## config.mk

```make
export PLATFORM = sky130hd
export DESIGN_NAME = ifu_prefetch_queue
export DESIGN_NICKNAME = d
export VERILOG_FILES = /design/src/rtl/ifu_prefetch_queue.sv
export SDC_FILE = /design/constraint.sdc
export NUM_CORES = 1
export LEC_CHECK = 0
export CELL_PAD_IN_SITES_DETAIL_PLACEMENT = 1
export CELL_PAD_IN_SITES_GLOBAL_PLACEMENT = 1
export CORE_UTILIZATION = 46
export DETAILED_ROUTE_END_ITERATION = 12
export PLACE_DENSITY_LB_ADDON = 0.1
export SLEW_MARGIN = 10
export SYNTH_ARGS = -nofsm -noshare
export SYNTH_HDL_FRONTEND = slang
export SYNTH_SLANG_ARGS = --single-unit
```

## constraint.sdc

```tcl
create_clock -name clock -period 4.6 [get_ports clock]
set_input_delay 0.69 -clock clock [delete_from_list [all_inputs] [get_ports clock]]
set_output_delay 0.69 -clock clock [all_outputs]
set_load 0.01 [all_outputs]
```

## src/rtl/ifu_prefetch_queue.sv

```systemverilog
// Instruction-fetch front end: one fetch per cycle into a MEM_LAT-stage return line,
// a DEPTH-entry {pc,inst} FIFO toward decode, redirect flush, and terminal halt on ebreak.
// The fetch()/halt() calls are a port pair: fetch_inst_i answers fetch_pc_o in the same cycle.
module ifu_prefetch_queue #(
  parameter int unsigned     XLEN     = 32,
  parameter int unsigned     DEPTH    = 4,
  parameter int unsigned     MEM_LAT  = 1,
  parameter logic [XLEN-1:0] RESET_PC = XLEN'(32'h8000_0000)
) (
  input  logic            clock,
  input  logic            reset,
  input  logic            redirect_valid,
  input  logic [XLEN-1:0] redirect_pc,
  output logic            out_valid,
  input  logic            out_ready,
  output logic [31:0]     out_inst,
  output logic [XLEN-1:0] out_pc,
  output logic            halted,
  output logic            fetch_valid_o,
  output logic [XLEN-1:0] fetch_pc_o,
  input  logic [31:0]     fetch_inst_i,
  output logic            halt_valid_o,
  output logic [31:0]     halt_inst_o
);

  localparam int unsigned PW = (DEPTH > 1) ? $clog2(DEPTH) : 1;
  localparam int unsigned CW = $clog2(DEPTH + 1);
  localparam logic [31:0] EBREAK = 32'h0010_0073;

  typedef enum logic {S_RUN, S_HALT} state_e;

  state_e          state_q, state_d;
  logic [XLEN-1:0] fetch_pc_q, fetch_pc_d;

  logic [XLEN-1:0] q_pc_q   [DEPTH];
  logic [XLEN-1:0] q_pc_d   [DEPTH];
  logic [31:0]     q_inst_q [DEPTH];
  logic [31:0]     q_inst_d [DEPTH];
  logic [PW-1:0]   head_q, head_d, tail_q, tail_d;
  logic [CW-1:0]   count_q, count_d;

  logic [MEM_LAT-1:0] dl_valid_q, dl_valid_d;
  logic [XLEN-1:0]    dl_pc_q   [MEM_LAT];
  logic [XLEN-1:0]    dl_pc_d   [MEM_LAT];
  logic [31:0]        dl_inst_q [MEM_LAT];
  logic [31:0]        dl_inst_d [MEM_LAT];

  int unsigned inflight;
  logic        run, pop, ebreak_hit, flush, issue, push;

  always_comb begin
    inflight = '0;
    for (int unsigned i = 0; i < MEM_LAT; i++) begin
      inflight = inflight + 32'(dl_valid_q[i]);
    end
  end

  always_comb begin
    run        = (state_q == S_RUN);
    out_valid  = run && (count_q != '0);
    out_pc     = out_valid ? q_pc_q[head_q]   : '0;
    out_inst   = out_valid ? q_inst_q[head_q] : '0;
    halted     = (state_q == S_HALT);

    pop        = out_valid && out_ready;
    ebreak_hit = pop && (q_inst_q[head_q] == EBREAK);
    flush      = run && (redirect_valid || ebreak_hit);
    // Credit counts in-flight slots so a returning slot always finds a free entry.
    issue      = run && reset && !flush && ((32'(count_q) + inflight) < DEPTH);
    push       = dl_valid_q[MEM_LAT-1] && !flush;

    fetch_valid_o = issue;
    fetch_pc_o    = fetch_pc_q;
    halt_valid_o  = ebreak_hit;
    halt_inst_o   = ebreak_hit ? q_inst_q[head_q] : '0;

    state_d    = state_q;
    fetch_pc_d = fetch_pc_q;
    if (ebreak_hit) begin
      state_d = S_HALT;
    end else if (run && redirect_valid) begin
      fetch_pc_d = {redirect_pc[XLEN-1:2], 2'b00};
    end else if (issue) begin
      fetch_pc_d = fetch_pc_q + XLEN'(4);
    end

    q_pc_d   = q_pc_q;
    q_inst_d = q_inst_q;
    head_d   = head_q;
    tail_d   = tail_q;
    count_d  = count_q;
    if (flush) begin
      head_d  = '0;
      tail_d  = '0;
      count_d = '0;
    end else begin
      if (push) begin
        q_pc_d[tail_q]   = dl_pc_q[MEM_LAT-1];
        q_inst_d[tail_q] = dl_inst_q[MEM_LAT-1];
        tail_d           = tail_q + 1'b1;
      end
      if (pop) begin
        head_d = head_q + 1'b1;
      end
      count_d = count_q + CW'(push) - CW'(pop);
    end

    dl_valid_d   = '0;
    dl_pc_d      = dl_pc_q;
    dl_inst_d    = dl_inst_q;
    dl_valid_d[0] = issue;
    if (issue) begin
      dl_pc_d[0]   = fetch_pc_q;
      dl_inst_d[0] = fetch_inst_i;
    end
    for (int unsigned i = 1; i < MEM_LAT; i++) begin
      dl_valid_d[i] = dl_valid_q[i-1] && !flush;
      dl_pc_d[i]    = dl_pc_q[i-1];
      dl_inst_d[i]  = dl_inst_q[i-1];
    end
  end

  always_ff @(posedge clock or negedge reset) begin
    if (!reset) begin
      state_q    <= S_RUN;
      fetch_pc_q <= RESET_PC;
      head_q     <= '0;
      tail_q     <= '0;
      count_q    <= '0;
      dl_valid_q <= '0;
      for (int unsigned i = 0; i < DEPTH; i++) begin
        q_pc_q[i]   <= '0;
        q_inst_q[i] <= '0;
      end
      for (int unsigned i = 0; i < MEM_LAT; i++) begin
        dl_pc_q[i]   <= '0;
        dl_inst_q[i] <= '0;
      end
    end else begin
      state_q    <= state_d;
      fetch_pc_q <= fetch_pc_d;
      head_q     <= head_d;
      tail_q     <= tail_d;
      count_q    <= count_d;
      dl_valid_q <= dl_valid_d;
      q_pc_q     <= q_pc_d;
      q_inst_q   <= q_inst_d;
      dl_pc_q    <= dl_pc_d;
      dl_inst_q  <= dl_inst_d;
    end
  end

endmodule

```

### Word level (Yosys, flattened, before mapping)

Cells that the tools add are included.

* order comparisons: 4
* add/sub/neg operators: 6
* bitwise operators: 5
* multipliers: 0
* muxes and demuxes: 20
* equal/unequal tests: 1
* reductions and logical operators: 18
* divide/modulo/power cells: 0
* shift-type cells: 0

Operators with widths (number)
* $mux W32: 10
* $bwmux W128: 2
* $bmux W32 S2: 2
* $demux W32 S2: 1
* $add A32 B3 Y32 const B: 1
* $eq A32 B21 Y1 const B: 1
* $logic_and A1 B1 Y1: 10
* $mux W2: 4
* $ge A3 B3 Y1 const B: 2
* $not A2 Y3: 2
* $reduce_bool A2 Y1: 3
* $add A2 B1 Y2 const B: 2
* $add A3 B1 Y4: 1
* $lt A4 B3 Y1 const B: 1
* $reduce_and A2 Y1: 2
* $add A3 B1 Y3: 1
* $lt A3 B1 Y1 const B: 1
* $mux W3: 1
* $not A1 Y1: 3
* $reduce_bool A3 Y1: 1
* $sub A3 B1 Y3: 1
* $logic_not A1 Y1: 1
* $logic_or A1 B1 Y1: 1

* output and inout port bits: 132
* register bits: 361
* latch bits: 0
* memories kept: 0
* bits in read-only memories: 0
* bits of input ports: 68
* word-level logic and storage cells: 70
* RAM bits: 0

### Depth between registers and ports, before layout

* depth in word-level cells: 13
* mapped depth: 16
* gate-level depth less buffers: 12

### Worst setup path after synthesis

No wires, ideal clock.

* kind: flip-flop to flip-flop
* start: register head_q[0]
* end: register count_q[2]
* clock period less this slack: 3.965 ns
* cell stages (with the launch flop): 16
* data arrival time: 3.842 ns
* path slack: 0.635 ns
* data required time: 4.477 ns
* buffers on the path: 3
* cell sequence: dfrtp_1 > buf_6 > mux4_2 > or4b_1 > or4_4 > or4_1 > clkbuf_2 > buf_6 > nand3_1 > ha_1 > inv_1 > ha_1 > inv_1 > fa_1 > xnor2_1 > nor2_1

* cells in the longest elaborated chain, start to end: 13

Ends and longest elaborated chain
* start, declared: line 39 `logic [PW-1:0] head_q, head_d, tail_q, tail_d;`
* start signal, assigned: line 127 `head_q <= '0;`
* start signal, assigned: line 142 `head_q <= head_d;`
* $not A2 Y3 (not written as such) (*): line 66 `ebreak_hit = pop && (q_inst_q[head_q] == EBREAK);`
* $bmux W32 S2 (*): line 66
* $mux W32 (not written as such) (*) (2 in a row): line 66
* $eq A32 B21 Y1 (*): line 66
* $logic_and A1 B1 Y1 (*): line 66
* $logic_or A1 B1 Y1 (*): line 67 `flush = run && (redirect_valid || ebreak_hit);`
* $logic_and A1 B1 Y1 (*): line 67
* $logic_not A1 Y1: line 70 `push = dl_valid_q[MEM_LAT-1] && !flush;`
* $logic_and A1 B1 Y1: line 70
* $add A3 B1 Y3: line 105 `count_d = count_q + CW'(push) - CW'(pop);`
* $sub A3 B1 Y3: line 105
* $mux W3 (*): line 92 `if (flush) begin`
* net count_d[2]: line 40 `logic [CW-1:0] count_q, count_d;`
* end signal, assigned: line 144 `count_q <= count_d;`
* end, declared: line 40

Mark *: on every way through the listed nets, which the timed path passes. The rest lies on a longest branch. The select of a mux whose other input is x is not followed.
A chain may end at the register's enable or synchronous reset.

### Final worst setup path

* start: register head_q[0]
* end: output port fetch_valid_o

* cells in the longest elaborated chain, start to end: 11

Ends and longest elaborated chain
* $not A2 Y3 (not written as such): line 66
* $bmux W32 S2: line 66
* $mux W32 (not written as such) (2 in a row): line 66
* $eq A32 B21 Y1: line 66
* $logic_and A1 B1 Y1: line 66
* $logic_or A1 B1 Y1: line 67
* $logic_and A1 B1 Y1: line 67
* $logic_not A1 Y1: line 69 `issue = run && reset && !flush && ((32'(count_q) + inflight) < DEPTH);`
* $logic_and A1 B1 Y1 (2 in a row): line 69
* end, declared: line 19 `output logic fetch_valid_o,`

Every way passes these cells. The select of a mux whose other input is x is not followed.

==> results.py <==
metrics = {
    "floorplan": {
        "die-area_mm2": 0.0365,
        "fp-row-count": 68,
        "fp.dieH_um": 191,
        "start_util": 0.471,
        "coreArea_mm2": 0.0349,
        "io_pins": 200,
        "die_w_um": 191,
    },
    "critical_path": {
        "r2r-end": "count_q[2]",
        "worstSetupEndpointType": "primary output",
        "worstPathMaxFanout": 8,
        "worstPathArrival_ps": 3690,
        "crit_end": "fetch_valid_o",
        "required_ps": 3910,
        "reg2regPathDepth": 12,
        "ff2ff_setup_slack_ps": 590,
        "cp-startpoint": "head_q[0]",
        "critPathKind": "reg -> out",
        "timing.rr.start": "head_q[0]",
        "start_kind": "register",
    },
    "timing": {
        "min_period_over_period": 0.953,
        "finalMaxSlewViolations": 0,
        "fin_worst_skew_ps": 16.6,
        "finalSetupTns_ps": 0,
        "max_freq_ghz": 0.228,
        "setup_viol": 0,
        "final_hold_viol_count": 0,
        "period_minus_slack_ps": 4380,
        "tightest_slew_ps": 869,
        "slew_headroom": 0.421,
        "rsz0062_at_grt": "false",
    },
    "global_route": {
        "grt_max_degree": 147,
        "grt_use_total": 0.248,
        "grt_pass1_vias": 11500,
        "grt_overflow": 0,
        "grt_pass1_wl_um": 69000,
        "antenna_found_initial": 0,
    },
    "routing": {
        "drt-initial-drc-count": 505,
        "vias": 10700,
        "wl_per_cell_um": 23.6,
        "vias_per_cell": 5.81,
        "firstDrtPassIters": 4,
        "remaining_drc_errors": 0,
        "wirelength_um": 43500,
        "detail-route-antenna-nets": 0,
    },
    "power": {
        "power.density_mw_per_mm2": 321,
        "p_leak_uw": 0.00950,
        "ir_worst_vdd_v": 0.000258,
    },
    "min_path": {
        "holdCritPathClass": "reg -> reg",
    },
    "logic_synthesis": {
        "ys_ff_latch": 349,
        "synth.distinct_cells": 63,
        "netlist_area_mm2": 0.0164,
        "synth_cells": 1200,
        "synth-edff-count": 0,
        "synthArstFlopShare": 1.00,
        "synth_ff_type": "dfrtp_1",
        "ys_warn_count": 0,
        "synth_common_cells": "348 x dfrtp_1, 251 x mux2_2, 69 x and3_1",
        "ys_top_cells_by_area": "dfrtp_1 53%, mux2_2 17%, mux4_2 8.5%, mux2_1 4.0%, and3_1 2.6%",
        "synth_top_area_share": 0.530,
        "synth_most_common_cell": "dfrtp_1",
        "syn_avg_cell_area_um2": 13.7,
        "ys_seq_area_frac": 0.531,
        "synth_area_leader_cell": "dfrtp_1",
    },
    "cells_and_area": {
        "area_delta_synth_final_pct": 20.4,
        "fin_nets": 1437,
        "drive_above_1_share": 0.304,
        "fin_area_mm2": 0.0198,
    },
    "clock_network": {
        "cts_tree": "yes",
        "clock_path_buffers": 3,
        "cts_max_level": 2,
        "cts_resized": 0,
        "clk_pin_slew_ps": 60,
        "numCtsBuffers": 38,
        "clock_latency_ps": 520,
        "cts_root_buffer": "clkbuf_16",
        "clock-sinks": 349,
    },
    "place": {
        "globalplace.congestion": 0.802,
        "dp_hpwl_um": 27400,
        "place_area_mm2": 0.0185,
        "io_buffers": 167,
    },
    "outcome": {
        "outcome": "completed",
    },
    "job": {
        "cap_viol_max_count": 0,
    },
}
-- worst min-delay path by stage --
stage / depth (start not counted) / end / slack (ps) / from
after global placement: 1 / q_inst_q[32] / 480 / q_inst_q[32]
after detailed placement: 1 / q_pc_q[59] / 490 / q_pc_q[59]
after global routing: 1 / q_pc_q[63] / 510 / q_pc_q[63]
after CTS: 1 / q_pc_q[59] / 500 / q_pc_q[59]
final: 1 / q_pc_q[39] / 500 / q_pc_q[39]
after floorplan: 0 / count_q[0] / 390 / reset
-- sequential cells by signal, summed over array words and instances, names as in the netlist, 2 cells and up --
| register | count |
|---|---|
| fetch_pc_o | 30 |
| dl_pc_q | 30 |
| q_pc_q | 120 |
| head_q | 2 |
| q_inst_q | 128 |
| tail_q | 2 |
| dl_inst_q | 32 |
| count_q | 3 |
-- per-layer routing --
layer  GRT usage  share of wire  vias up  wire (µm)
met5           0              0        -          0
li1            -              -     4707          -
met4      0.0594          0.019        0        805
met1       0.345           0.44     5677      19300
met2       0.409           0.49      266      21200
met3      0.0382          0.050       65       2180
-- layout by cell type, fill, tap and decap left out, drive strengths merged, types with 3 or more instances in the layout --
cell type and instances:
clkdlybuf4s50 166, xnor2 3, clkinv 7, o21ai 19, buf 36, nor2 46, mux2 310, nand2 30
dfrtp 348, a41oi 3, nor2b 3, conb 30, a31oi 7, and3 69, o211a 4, mux2i 6
or3 4, nand3 14, nor3 15, o22a 3, ha 8, inv 19, mux4 62, nand4 14
o21a 3, or4 3, a21oi 32, o22ai 4, and4 9, nor4 17, nand2b 4, clkbuf 61
-- report_power, final --
| group | switching (µW) | internal (µW) |
|---|---|---|
| clock | 1220 | 1880 |
| sequential | 13.0 | 3080 |
| combinational | 95.4 | 67.3 |
| total | 1330 | 5030 |
-- kinds of logic (layout without fill, tap and decap cells) --
family,Yosys count,count (layout),synth area share
buffers and inverters,132,292,0.0425
DFF,349,349,0.531
other,1,31,0.000228
AOI/OAI and AO/OA,91,91,0.0354
muxes,378,378,0.301
adders and majority gates,9,9,0.00731
xor gates and xnor gates,4,4,0.00213
and+or+nand+nor,236,236,0.0801
-- critical path, stage by stage, from the launching register on --
cell and delay [ps]:
dfrtp_4 520, mux4_2 540, or4b_1 620, or4_4 570, nor4_4 340, nor3_4 100, clkdlybuf4s50_1 500
-- timing repair --
| item | 4_1_cts | 5_1_grt |
|---|---|---|
| hold buffers | 1 | 0 |
| hold endpoints to repair | 3 | 0 |
| setup buffers | 0 | 4 |
| endpoints found under the setup margin | 0 | 1 |
-- through the flow --
step	cells	util	worst slack (ps)	hold slack (ps)	power [µW]
after global placement	1770	0.530	384	483	3310
after global routing	1844	0.567	109	514	6560
final	1845	0.568	217	500	6350
after CTS	1840	0.567	10.5	504	6440
after detailed placement	1770	0.530	405	491	3310
after floorplan	1229	-	635	394	3180
-- cell type report --
class                   count  area [µm²]
clock buffers              61        1190
inverters                  20        75.1
diodes                      1        2.50
repair buffers            203        2000
clock inverters             8        90.1
fillers                  3451       15100
well taps                 455         569
multi-input cells         748        7130
flip-flops and latches    349        8740
No activity file was read; power rests on OpenSTA's default activity.
